[config.mk]
export PLATFORM = sky130hd
export DESIGN_NAME = voice_alloc
export DESIGN_NICKNAME = d
export VERILOG_FILES = /design/src/rtl/mantis_synth_pkg.sv /design/src/rtl/voice_slot.sv /design/src/rtl/voice_alloc.sv
export SDC_FILE = /design/constraint.sdc
export NUM_CORES = 1
export LEC_CHECK = 0
export CAP_MARGIN = 20
export CORE_UTILIZATION = 45
export CTS_CLUSTER_DIAMETER = 50
export CTS_CLUSTER_SIZE = 14
export DETAILED_ROUTE_END_ITERATION = 12
export MAX_ROUTING_LAYER = met4
export PLACE_DENSITY = 0.7
export SETUP_SLACK_MARGIN = 0.1
export SLEW_MARGIN = 5
export SYNTH_ARGS = -nofsm -noshare
export SYNTH_HDL_FRONTEND = slang
export SYNTH_SLANG_ARGS = --single-unit
[constraint.sdc]
create_clock -name clk -period 2.4 [get_ports clk]
set_input_delay 0.48 -clock clk [delete_from_list [all_inputs] [get_ports clk]]
set_output_delay 0.48 -clock clk [all_outputs]
set_load 0.02 [all_outputs]
[src/rtl/mantis_synth_pkg.sv]
// mantis_synth_pkg
// Shared definitions for the synth voice logic: note-number width, default
// divider width and the allocator FSM state type.
package mantis_synth_pkg;

  localparam int NOTE_W       = 7;
  localparam int DEF_OFFSET_W = 24;

  typedef enum logic [1:0] {
    IDLE   = 2'd0,
    SEARCH = 2'd1,
    COMMIT = 2'd2
  } va_state_e;

endpackage

[src/rtl/voice_slot.sv]
// voice_slot
// Storage for one tone-divider voice: note number, divider offset, enable and
// a saturating age counter.
// Optional feature macro: VOICE_ALLOC_STEAL_EN (the age output exists only
// when voice stealing is compiled in, since nothing else reads it).
// Ports:
//   clk, rst_n  - clock, asynchronous active-low reset
//   all_off     - clears en and age (highest priority)
//   load        - take new_note/new_offset, en=1, age=0
//   clr_en      - clear en, keep offset and note
//   inc_age     - age+1 (saturating) if the voice is active
//   en, note, offset, age - registered voice state
module voice_slot
  import mantis_synth_pkg::*;
#(
  parameter int OFFSET_W = DEF_OFFSET_W,
  parameter int AGE_W    = 8
) (
  input  logic                clk,
  input  logic                rst_n,
  input  logic                all_off,
  input  logic                load,
  input  logic                clr_en,
  input  logic                inc_age,
  input  logic [NOTE_W-1:0]   new_note,
  input  logic [OFFSET_W-1:0] new_offset,
`ifdef VOICE_ALLOC_STEAL_EN
  output logic [AGE_W-1:0]    age,
`endif
  output logic                en,
  output logic [NOTE_W-1:0]   note,
  output logic [OFFSET_W-1:0] offset
);

  logic                en_q,     en_d;
  logic [NOTE_W-1:0]   note_q,   note_d;
  logic [OFFSET_W-1:0] offset_q, offset_d;
  logic [AGE_W-1:0]    age_q,    age_d;

  function automatic logic [AGE_W-1:0] age_sat_inc(input logic [AGE_W-1:0] a);
    if (&a) begin
      return a;
    end else begin
      return a + AGE_W'(1);
    end
  endfunction

  // Next-state for the voice: all_off beats load beats clr_en beats ageing.
  always_comb begin
    en_d     = en_q;
    note_d   = note_q;
    offset_d = offset_q;
    age_d    = age_q;
    if (all_off) begin
      en_d  = 1'b0;
      age_d = '0;
    end else if (load) begin
      en_d     = 1'b1;
      note_d   = new_note;
      offset_d = new_offset;
      age_d    = '0;
    end else if (clr_en) begin
      en_d = 1'b0;
    end else if (inc_age && en_q) begin
      age_d = age_sat_inc(age_q);
    end else begin
      age_d = age_q;
    end
  end

  // Voice state registers.
  always_ff @(posedge clk or negedge rst_n) begin
    if (!rst_n) begin
      en_q     <= 1'b0;
      note_q   <= '0;
      offset_q <= '0;
      age_q    <= '0;
    end else begin
      en_q     <= en_d;
      note_q   <= note_d;
      offset_q <= offset_d;
      age_q    <= age_d;
    end
  end

  assign en     = en_q;
  assign note   = note_q;
  assign offset = offset_q;
`ifdef VOICE_ALLOC_STEAL_EN
  assign age    = age_q;
`endif

endmodule

[src/rtl/voice_alloc.sv]
// voice_alloc
// Allocates note events to NUM_VOICES tone-divider voices. An accepted event
// is scanned against one voice per cycle (SEARCH), then applied in a single
// COMMIT cycle. Note-on precedence: retrigger matching voice, else lowest free
// voice, else steal the oldest voice (VOICE_ALLOC_STEAL_EN) or drop.
// Optional feature macro: VOICE_ALLOC_STEAL_EN (enables stealing).
// Ports:
//   clk, rst_n            - clock, asynchronous active-low reset
//   ev_valid/ev_ready     - event handshake (ready only in IDLE)
//   ev_on, ev_note, ev_offset - event payload
//   all_off               - panic: clears all voices, aborts any event
//   voice_offset, voice_en - packed per-voice divider count and enable
//   steal, drop           - one-cycle pulses from the COMMIT edge
// An event offered in the same cycle as all_off is discarded.
module voice_alloc
  import mantis_synth_pkg::*;
#(
  parameter int NUM_VOICES = 4,
  parameter int OFFSET_W   = DEF_OFFSET_W,
  parameter int AGE_W      = 8
) (
  input  logic                         clk,
  input  logic                         rst_n,
  input  logic                         ev_valid,
  output logic                         ev_ready,
  input  logic                         ev_on,
  input  logic [NOTE_W-1:0]            ev_note,
  input  logic [OFFSET_W-1:0]          ev_offset,
  input  logic                         all_off,
  output logic [NUM_VOICES*OFFSET_W-1:0] voice_offset,
  output logic [NUM_VOICES-1:0]        voice_en,
  output logic                         steal,
  output logic                         drop
);

  localparam int IDX_W = (NUM_VOICES > 1) ? $clog2(NUM_VOICES) : 1;
  localparam logic [IDX_W-1:0] LAST_IDX = IDX_W'(NUM_VOICES - 1);

  va_state_e           state_q, state_d;
  logic [IDX_W-1:0]    idx_q, idx_d;
  logic                ready_q, ready_d;
  logic                drop_q, drop_d;
  logic                ev_on_q, ev_on_d;
  logic [NOTE_W-1:0]   ev_note_q, ev_note_d;
  logic [OFFSET_W-1:0] ev_offset_q, ev_offset_d;
  logic                match_found_q, match_found_d;
  logic [IDX_W-1:0]    match_idx_q, match_idx_d;
  logic                free_found_q, free_found_d;
  logic [IDX_W-1:0]    free_idx_q, free_idx_d;
`ifdef VOICE_ALLOC_STEAL_EN
  logic                steal_q, steal_d;
  logic                old_found_q, old_found_d;
  logic [IDX_W-1:0]    old_idx_q, old_idx_d;
  logic [AGE_W-1:0]    old_age_q, old_age_d;
  logic [AGE_W-1:0]    slot_age [NUM_VOICES];
`endif

  logic [NUM_VOICES-1:0] slot_en;
  logic [NOTE_W-1:0]     slot_note   [NUM_VOICES];
  logic [OFFSET_W-1:0]   slot_offset [NUM_VOICES];
  logic [NUM_VOICES-1:0] load_s, clr_s, inc_s;
  logic                  do_load_s;
  logic [IDX_W-1:0]      tgt_s;

  // FSM next state, per-voice scan and commit decision.
  always_comb begin
    state_d       = state_q;
    idx_d         = idx_q;
    ev_on_d       = ev_on_q;
    ev_note_d     = ev_note_q;
    ev_offset_d   = ev_offset_q;
    match_found_d = match_found_q;
    match_idx_d   = match_idx_q;
    free_found_d  = free_found_q;
    free_idx_d    = free_idx_q;
    drop_d        = 1'b0;
    clr_s         = '0;
    do_load_s     = 1'b0;
    tgt_s         = '0;
`ifdef VOICE_ALLOC_STEAL_EN
    steal_d       = 1'b0;
    old_found_d   = old_found_q;
    old_idx_d     = old_idx_q;
    old_age_d     = old_age_q;
`endif
    if (all_off) begin
      state_d = IDLE;
      idx_d   = '0;
    end else begin
      case (state_q)
        IDLE: begin
          if (ev_valid && ready_q) begin
            ev_on_d       = ev_on;
            ev_note_d     = ev_note;
            ev_offset_d   = ev_offset;
            match_found_d = 1'b0;
            free_found_d  = 1'b0;
`ifdef VOICE_ALLOC_STEAL_EN
            old_found_d   = 1'b0;
`endif
            idx_d         = '0;
            state_d       = SEARCH;
          end else begin
            state_d = IDLE;
          end
        end
        SEARCH: begin
          if (slot_en[idx_q]) begin
            if (!match_found_q && (slot_note[idx_q] == ev_note_q)) begin
              match_found_d = 1'b1;
              match_idx_d   = idx_q;
            end else begin
              match_found_d = match_found_q;
            end
`ifdef VOICE_ALLOC_STEAL_EN
            // Strictly-greater keeps the lowest index on age ties.
            if (!old_found_q || (slot_age[idx_q] > old_age_q)) begin
              old_found_d = 1'b1;
              old_idx_d   = idx_q;
              old_age_d   = slot_age[idx_q];
            end else begin
              old_found_d = old_found_q;
            end
`endif
          end else if (!free_found_q) begin
            free_found_d = 1'b1;
            free_idx_d   = idx_q;
          end else begin
            free_found_d = free_found_q;
          end
          if (idx_q == LAST_IDX) begin
            state_d = COMMIT;
          end else begin
            idx_d = idx_q + IDX_W'(1);
          end
        end
        COMMIT: begin
          state_d = IDLE;
          if (ev_on_q) begin
            if (ev_offset_q == '0) begin
              do_load_s = 1'b0;
            end else if (match_found_q) begin
              do_load_s = 1'b1;
              tgt_s     = match_idx_q;
            end else if (free_found_q) begin
              do_load_s = 1'b1;
              tgt_s     = free_idx_q;
            end else begin
`ifdef VOICE_ALLOC_STEAL_EN
              do_load_s = 1'b1;
              tgt_s     = old_idx_q;
              steal_d   = 1'b1;
`else
              drop_d    = 1'b1;
`endif
            end
          end else if (match_found_q) begin
            clr_s[match_idx_q] = 1'b1;
          end else begin
            clr_s = '0;
          end
        end
        default: begin
          state_d = IDLE;
        end
      endcase
    end
    for (int i = 0; i < NUM_VOICES; i++) begin
      load_s[i] = do_load_s && (tgt_s == IDX_W'(i));
      inc_s[i]  = do_load_s && (tgt_s != IDX_W'(i));
    end
    ready_d = (state_d == IDLE);
  end

  // FSM, latched event and scan-result registers.
  always_ff @(posedge clk or negedge rst_n) begin
    if (!rst_n) begin
      state_q       <= IDLE;
      idx_q         <= '0;
      ready_q       <= 1'b1;
      drop_q        <= 1'b0;
      ev_on_q       <= 1'b0;
      ev_note_q     <= '0;
      ev_offset_q   <= '0;
      match_found_q <= 1'b0;
      match_idx_q   <= '0;
      free_found_q  <= 1'b0;
      free_idx_q    <= '0;
`ifdef VOICE_ALLOC_STEAL_EN
      steal_q       <= 1'b0;
      old_found_q   <= 1'b0;
      old_idx_q     <= '0;
      old_age_q     <= '0;
`endif
    end else begin
      state_q       <= state_d;
      idx_q         <= idx_d;
      ready_q       <= ready_d;
      drop_q        <= drop_d;
      ev_on_q       <= ev_on_d;
      ev_note_q     <= ev_note_d;
      ev_offset_q   <= ev_offset_d;
      match_found_q <= match_found_d;
      match_idx_q   <= match_idx_d;
      free_found_q  <= free_found_d;
      free_idx_q    <= free_idx_d;
`ifdef VOICE_ALLOC_STEAL_EN
      steal_q       <= steal_d;
      old_found_q   <= old_found_d;
      old_idx_q     <= old_idx_d;
      old_age_q     <= old_age_d;
`endif
    end
  end

  for (genvar g = 0; g < NUM_VOICES; g++) begin : g_slot
    voice_slot #(
      .OFFSET_W (OFFSET_W),
      .AGE_W    (AGE_W)
    ) u_slot (
      .clk        (clk),
      .rst_n      (rst_n),
      .all_off    (all_off),
      .load       (load_s[g]),
      .clr_en     (clr_s[g]),
      .inc_age    (inc_s[g]),
      .new_note   (ev_note_q),
      .new_offset (ev_offset_q),
`ifdef VOICE_ALLOC_STEAL_EN
      .age        (slot_age[g]),
`endif
      .en         (slot_en[g]),
      .note       (slot_note[g]),
      .offset     (slot_offset[g])
    );
    assign voice_offset[g*OFFSET_W +: OFFSET_W] = slot_offset[g];
  end

  assign voice_en = slot_en;
  assign ev_ready = ready_q;
  assign drop     = drop_q;
`ifdef VOICE_ALLOC_STEAL_EN
  assign steal    = steal_q;
`else
  assign steal    = 1'b0;
`endif

endmodule

==> flow_summary.json, run 1 <==
{
  "status": "finished, final reports clean",
  "synthSimpleGateAreaFrac": 0.0349,
  "antenna_found_initial": 0,
  "final_cell_mix": "dfrtp_1 (168), clkdlybuf4s50_1 (136), mux2_4 (58)",
  "hold_buffers": 0,
  "pre_cts_slack_ns": -0.171,
  "io_pins": 139,
  "clkSlewWorstSetupHoldPaths_ns": 0.06,
  "slowest_delay_ns": 0.41,
  "synth_cells": 456,
  "gp_congestion": 0.769,
  "die_h_um": 129,
  "min_period_ns": 2.24,
  "ys_seq_elements": 172,
  "grt_max_degree": 68,
  "wl_per_cell_um": 19.4,
  "synth_top_family_by_area": "multiplexers",
  "cts.sinks": 172,
  "synthesis.area_mm2": 0.00721,
  "slew_headroom": 0.570,
  "stdcell_count": 838,
  "dp.cells": 804,
  "power_density_mw_per_mm2": 686,
  "yosysWarnings": 0,
  "numPortBuffers": 137,
  "synth.distinct_cells": 47,
  "cts_max_path_buffers": 2,
  "drt_wl_total_mm": 16.2,
  "drtIter0Drc": 154,
  "clock_latency_ns": 0.43,
  "peakVddDrop_uv": 508,
  "cts_buffers": 17,
  "finClkSkew_ns": 0.0125,
  "die_area_mm2": 0.0165,
  "layout_commonest_cell": "dfrtp_1",
  "cp_cell_sequence": "nor4_4, buf_4, nand4_1, o21ai_2, nor2b_1, buf_4, nand2b_4, buf_12, mux2_1",
  "diodes": 0,
  "utilization": 0.628,
  "worst_slack_ns": 0.164,
  "met1_length_mm": 7.56,
  "grt_pass1_vias": 4634,
  "maxSlewViolCount": 0,
  "tightest_slew_ns": 0.636,
  "arrival_ns": 2.54,
  "htree_levels": 4,
  "finalHoldViolations": 0,
  "synth-edff-count": 0,
  "setup_viol": 0,
  "critPathTopFamily": "simple AND/OR/NAND/NOR gates",
  "cts_tree": "yes",
  "synth_compound_gate_area_share": 0.0196,
  "firstDrtPassIters": 4,
  "crit_path_top_delay_cell": "dfrtp_1",
  "overflow": 0,
  "crit_type": "flop to flop",
  "die_x_um": 129,
  "cp-end-kind": "flop",
  "synth_nets": 493,
  "vias": 4314,
  "nNetsFinal": 651,
  "dp_hpwl_mm": 11.0,
  "multiInputGateArea_mm2": 0.00274,
  "synthTopCellsByArea": "dfrtp_1 (59%), mux2_4 (12%), mux2_2 (8.9%)",
  "grt_pass1_wl_mm": 26.0,
  "layout-drive-gt1-share": 0.322,
  "antenna_left": 0,
  "clockRootBuffer": "clkbuf_16",
  "drc": 0,
  "rsz0062_at_grt": "true",
  "highest_layer": "met4",
  "yosys.area.top_type": "dfrtp_1",
  "met3_length_um": 812,
  "initial_utilization": 0.467,
  "yosys.area_share.adder": 0.00173,
  "regArea_mm2": 0.00431,
  "cp_max_fo": 15,
  "area_growth_pct": 34.4,
  "min_path_type": "input pin to async pin",
  "fp.coreArea_mm2": 0.0154,
  "required_ns": 2.70,
  "ys_seq_area_frac": 0.597,
  "rows": 45,
  "synthFlopType": "dfrtp_1",
  "async_flop_share": 1.00,
  "maxCapViolations": 0,
  "vias_per_cell": 5.15,
  "clock.fmax_mhz": 447,
  "syn_avg_cell_area_um2": 15.8,
  "critPathBufInv": 3,
  "fillers": 1160,
  "power_leakage_nw": 4.56,
  "worstReg2RegStart": "ev_offset_q[1]",
  "grt_use_total": 0.218,
  "synth_xor_area_frac": 0.0109,
  "cp-start-kind": "flop",
  "muxShareOfSynthArea": 0.303,
  "synth_top_cell_area_share": 0.593,
  "wl_met2_mm": 7.60,
  "startpoint": "ev_offset_q[1]",
  "cpMostUsedCell": "buf_4",
  "fin_crit_sh": 0.932
}
per-layer routing:
layer / track usage / up-vias
met1: 0.286 / 2228
met3: 0.0603 / 20
met5: - / -
met2: 0.328 / 115
li1: - / 1951
met4: 0.0671 / 0
flip-flops by register name, indices dropped and copies added (netlist names):
| signal | flops |
|---|---|
| g_slot.u_slot.offset | 96 |
| g_slot.u_slot.note | 28 |
| ev_offset_q | 24 |
| ev_note_q | 7 |
| g_slot.u_slot.en | 4 |
| free_idx_q | 2 |
| idx_q | 2 |
| match_idx_q | 2 |
| state_q | 2 |
| drop | 1 |
| ev_on_q | 1 |
| ev_ready | 1 |
| free_found_q | 1 |
| match_found_q | 1 |
kinds of logic (layout without fill, tap and decap cells):
kind of cell,Yosys count,in the layout
compound gates,22,22
fa+ha+maj,1,1
other cells,1,1
xor+xnor,9,9
buf+inv,34,205
flops,172,172
simple gates,44,44
mux,173,173
power breakdown:
group          internal [W]  switching, W
Clock               0.00170       0.00115
Combinational      0.000284      0.000217
Sequential          0.00305      0.000250
Total               0.00503       0.00161
layout make-up:
type | count | share of cell area
Sequential cell | 172 | 0.445
Multi-Input combinational cell | 250 | 0.283
Timing Repair Buffer | 171 | 0.181
Clock buffer | 19 | 0.0467
Tap cell | 211 | 0.0272
Clock inverter | 13 | 0.0169
Inverter | 2 | 0.000775
worst register-to-register path: stages, from the launching register on:
cell and delay [ns]:
dfrtp_1 0.41, nor4_4 0.27, buf_4 0.16, nand4_1 0.16, o21ai_2 0.23, nor2b_1 0.09, buf_4 0.14, nand2b_4 0.12
buf_12 0.18, mux2_1 0.34
per-stage QoR:
stage	instance area, µm²	setup TNS (ns)	total power, W	hold slack [ns]
finish	9690	0	0.00664	0.0510
floorplan	7210	0	0.00352	0.184
global route	9690	0	0.00690	0.0919
CTS	9620	0	0.00669	0.0653
detailed placement	8990	-6.20	0.00383	0.474
global placement	8990	-4.48	0.00381	0.465
cells in the mapped netlist, drive strengths merged, types with 2 or more instances:
library cell  count
a31o              2
mux2i             9
a21oi             6
nor2b             3
nor3              4
nand3             4
dfrtp           171
nand4             2
o21ai             7
mux2            161
mux4              3
nor4b             2
a22oi             2
nor2              8
xor2              8
inv               2
buf              30
nor4              6
clkbuf            2
nand2b            2
nand2             6
path summary, 6_finish.rpt:
check	cells after the start	end	slack (ns)
worst max-delay path	9	g_slot[2].u_slot.offset[6]	0.16
worst min-delay path	1	ev_note_q[0]	0.05
worst max register to register	9	g_slot[2].u_slot.offset[6]	0.16
worst min register to register	1	g_slot[1].u_slot.offset[0]	0.48
max in group asynchronous	2	ev_offset_q[17]	1.62
min in group clk	1	g_slot[1].u_slot.offset[0]	0.48
what timing repair did:
action / in CTS / in global routing
buffers inserted: 0 / 1
gates resized for setup: 2 / 9
setup endpoints to repair: 48 / 64
gates cloned: 0 / 1
pin swaps: 1 / 4
Note: power is estimated with default switching activity, not from simulation.
==> run 2: changes to the inputs <==
--- a/config.mk
+++ b/config.mk
@@ -8,4 +8,5 @@
 export CAP_MARGIN = 20
 export CORE_UTILIZATION = 45
+export CTS_BUF_LIST = sky130_fd_sc_hd__clkbuf_16
 export CTS_CLUSTER_DIAMETER = 50
 export CTS_CLUSTER_SIZE = 14
==> constraint.sdc (replaced) <==
create_clock -name clk -period 2.4 [get_ports clk]
set_input_delay 0.48 -clock clk [delete_from_list [all_inputs] [get_ports clk]]
set_output_delay 0.48 -clock clk [all_outputs]
set_load 0.1 [all_outputs]
==> flow_summary.json, run 2 (synthesized netlist as in run 1, its figures left out) <==
{
  "area_growth_pct": 29.8,
  "layout_commonest_cell": "dfrtp_1",
  "cp-end-kind": "flop",
  "antenna_found_initial": 0,
  "cts_max_path_buffers": 2,
  "design_area_mm2": 0.00936,
  "diodes": 0,
  "grt_max_degree": 67,
  "fp.coreArea_mm2": 0.0154,
  "peakVddDrop_uv": 454,
  "min_period_ns": 2.23,
  "fillers": 1190,
  "htree_levels": 4,
  "status": "finished, final reports clean",
  "largest_reg_flops": 96,
  "hold_buffers": 0,
  "drc": 0,
  "arrival_ns": 2.53,
  "overflow": 0,
  "clockRootBuffer": "clkbuf_16",
  "finalHoldViolations": 0,
  "maxCapViolations": 0,
  "cts.sinks": 172,
  "wl_per_cell_um": 18.9,
  "utilization": 0.607,
  "initial_utilization": 0.467,
  "die_area_mm2": 0.0165,
  "power_leakage_nw": 4.72,
  "finClkSkew_ns": 0.0131,
  "die_h_um": 129,
  "tightest_slew_ns": 0.614,
  "crit_type": "flop to flop",
  "maxSlewViolCount": 0,
  "setup_viol": 0,
  "antenna_left": 0,
  "fin_crit_sh": 0.929,
  "final_cell_mix": "dfrtp_1 (168), buf_4 (125), mux2_4 (58)",
  "worst_slack_ns": 0.171,
  "cp-start-kind": "flop",
  "gp_congestion": 0.779,
  "cp_max_fo": 15,
  "power_w": 0.00655,
  "clock_latency_ns": 0.43,
  "final.setup.tns_ns": 0,
  "firstDrtPassIters": 4,
  "dp_hpwl_mm": 10.7,
  "nNetsFinal": 648,
  "slew_headroom": 0.585,
  "cts_buffers": 17,
  "die_x_um": 129,
  "dpl_cell_area_mm2": 0.00870,
  "drtIter0Drc": 193,
  "layout-drive-gt1-share": 0.482,
  "vias_per_cell": 5.14,
  "cts_tree": "yes",
  "min_path_type": "input pin to async pin",
  "drt_wl_total_mm": 15.7,
  "grt_pass1_wl_mm": 25.3,
  "rsz0062_at_grt": "true",
  "grt_use_total": 0.211,
  "vias": 4289,
  "grt_pass1_vias": 4580,
  "io_pins": 139,
  "clock.fmax_mhz": 449,
  "rows": 45,
  "numPortBuffers": 137,
  "pre_cts_slack_ns": -0.171,
  "power_density_mw_per_mm2": 700,
  "clkSlewWorstSetupHoldPaths_ns": 0.07,
  "required_ns": 2.70
}
==> run 2: cell count changes in the layout (fill, tap and decap cells not counted), sizes merged <==
cell	before	now
bufinv	3	2
clkbuf	20	18
clkinvlp	2	5
clkdlybuf4s50	136	34
buf	34	133
==> run 2: cell type report <==
class | count | area, µm² | area share
Tap cell | 211 | 264 | 0.0282
Clock buffer | 17 | 425 | 0.0454
Multi-Input combinational cell | 250 | 2740 | 0.292
Timing Repair Buffer | 168 | 1460 | 0.155
Sequential cell | 172 | 4310 | 0.460
Inverter | 2 | 7.51 | 0.000802
Clock inverter | 15 | 164 | 0.0175
==> run 2: path summary, 6_finish.rpt <==
kind	from	slack, ns	depth (start not counted)	to
setup / recovery	ev_offset_q[2]	0.17	9	g_slot[2].u_slot.offset[0]
hold / removal	rst_n	0.02	1	ev_note_q[6]
setup reg to reg	ev_offset_q[2]	0.17	9	g_slot[2].u_slot.offset[0]
hold reg to reg	g_slot[1].u_slot.note[0]	0.48	1	g_slot[1].u_slot.note[0]
max in group asynchronous	rst_n	1.65	2	g_slot[2].u_slot.offset[10]
min in group clk	g_slot[1].u_slot.note[0]	0.48	1	g_slot[1].u_slot.note[0]
==> run 2: worst max-delay path, stage by stage (launching register included) <==
cell,delay (ns)
dfrtp_1,0.41
nor4_4,0.28
buf_4,0.16
nand4_1,0.16
o21ai_2,0.23
nor2b_2,0.08
buf_4,0.14
nand2b_4,0.12
buf_12,0.18
mux2_1,0.34
==> run 2: through the flow <==
step           hold WS [ns]  std cells
2_1_floorplan         0.184        456
3_3_place_gp          0.466        801
3_5_place_dp          0.472        801
4_1_cts              0.0296        833
5_1_grt              0.0612        835
6_report             0.0198        835
==> run 2: power breakdown <==
part	total (W)	internal [W]	switching, W
Combinational	0.000511	0.000277	0.000234
Sequential	0.00330	0.00305	0.000248
Clock	0.00275	0.00155	0.00120
==> run 2: per-layer routing <==
metal,share of wire,track usage,wire (µm),up-vias
met5,0,-,0,-
met4,0.011,0.0630,170,0
met3,0.057,0.0557,897,14
met2,0.47,0.318,7410,123
met1,0.46,0.281,7260,2207
li1,-,-,-,1945
==> run 2: repair_timing <==
action	CTS	global route
buffers inserted	0	1
setup endpoints to repair	33	33
cloned	0	1
pin swaps	0	2
gates resized for setup	3	6
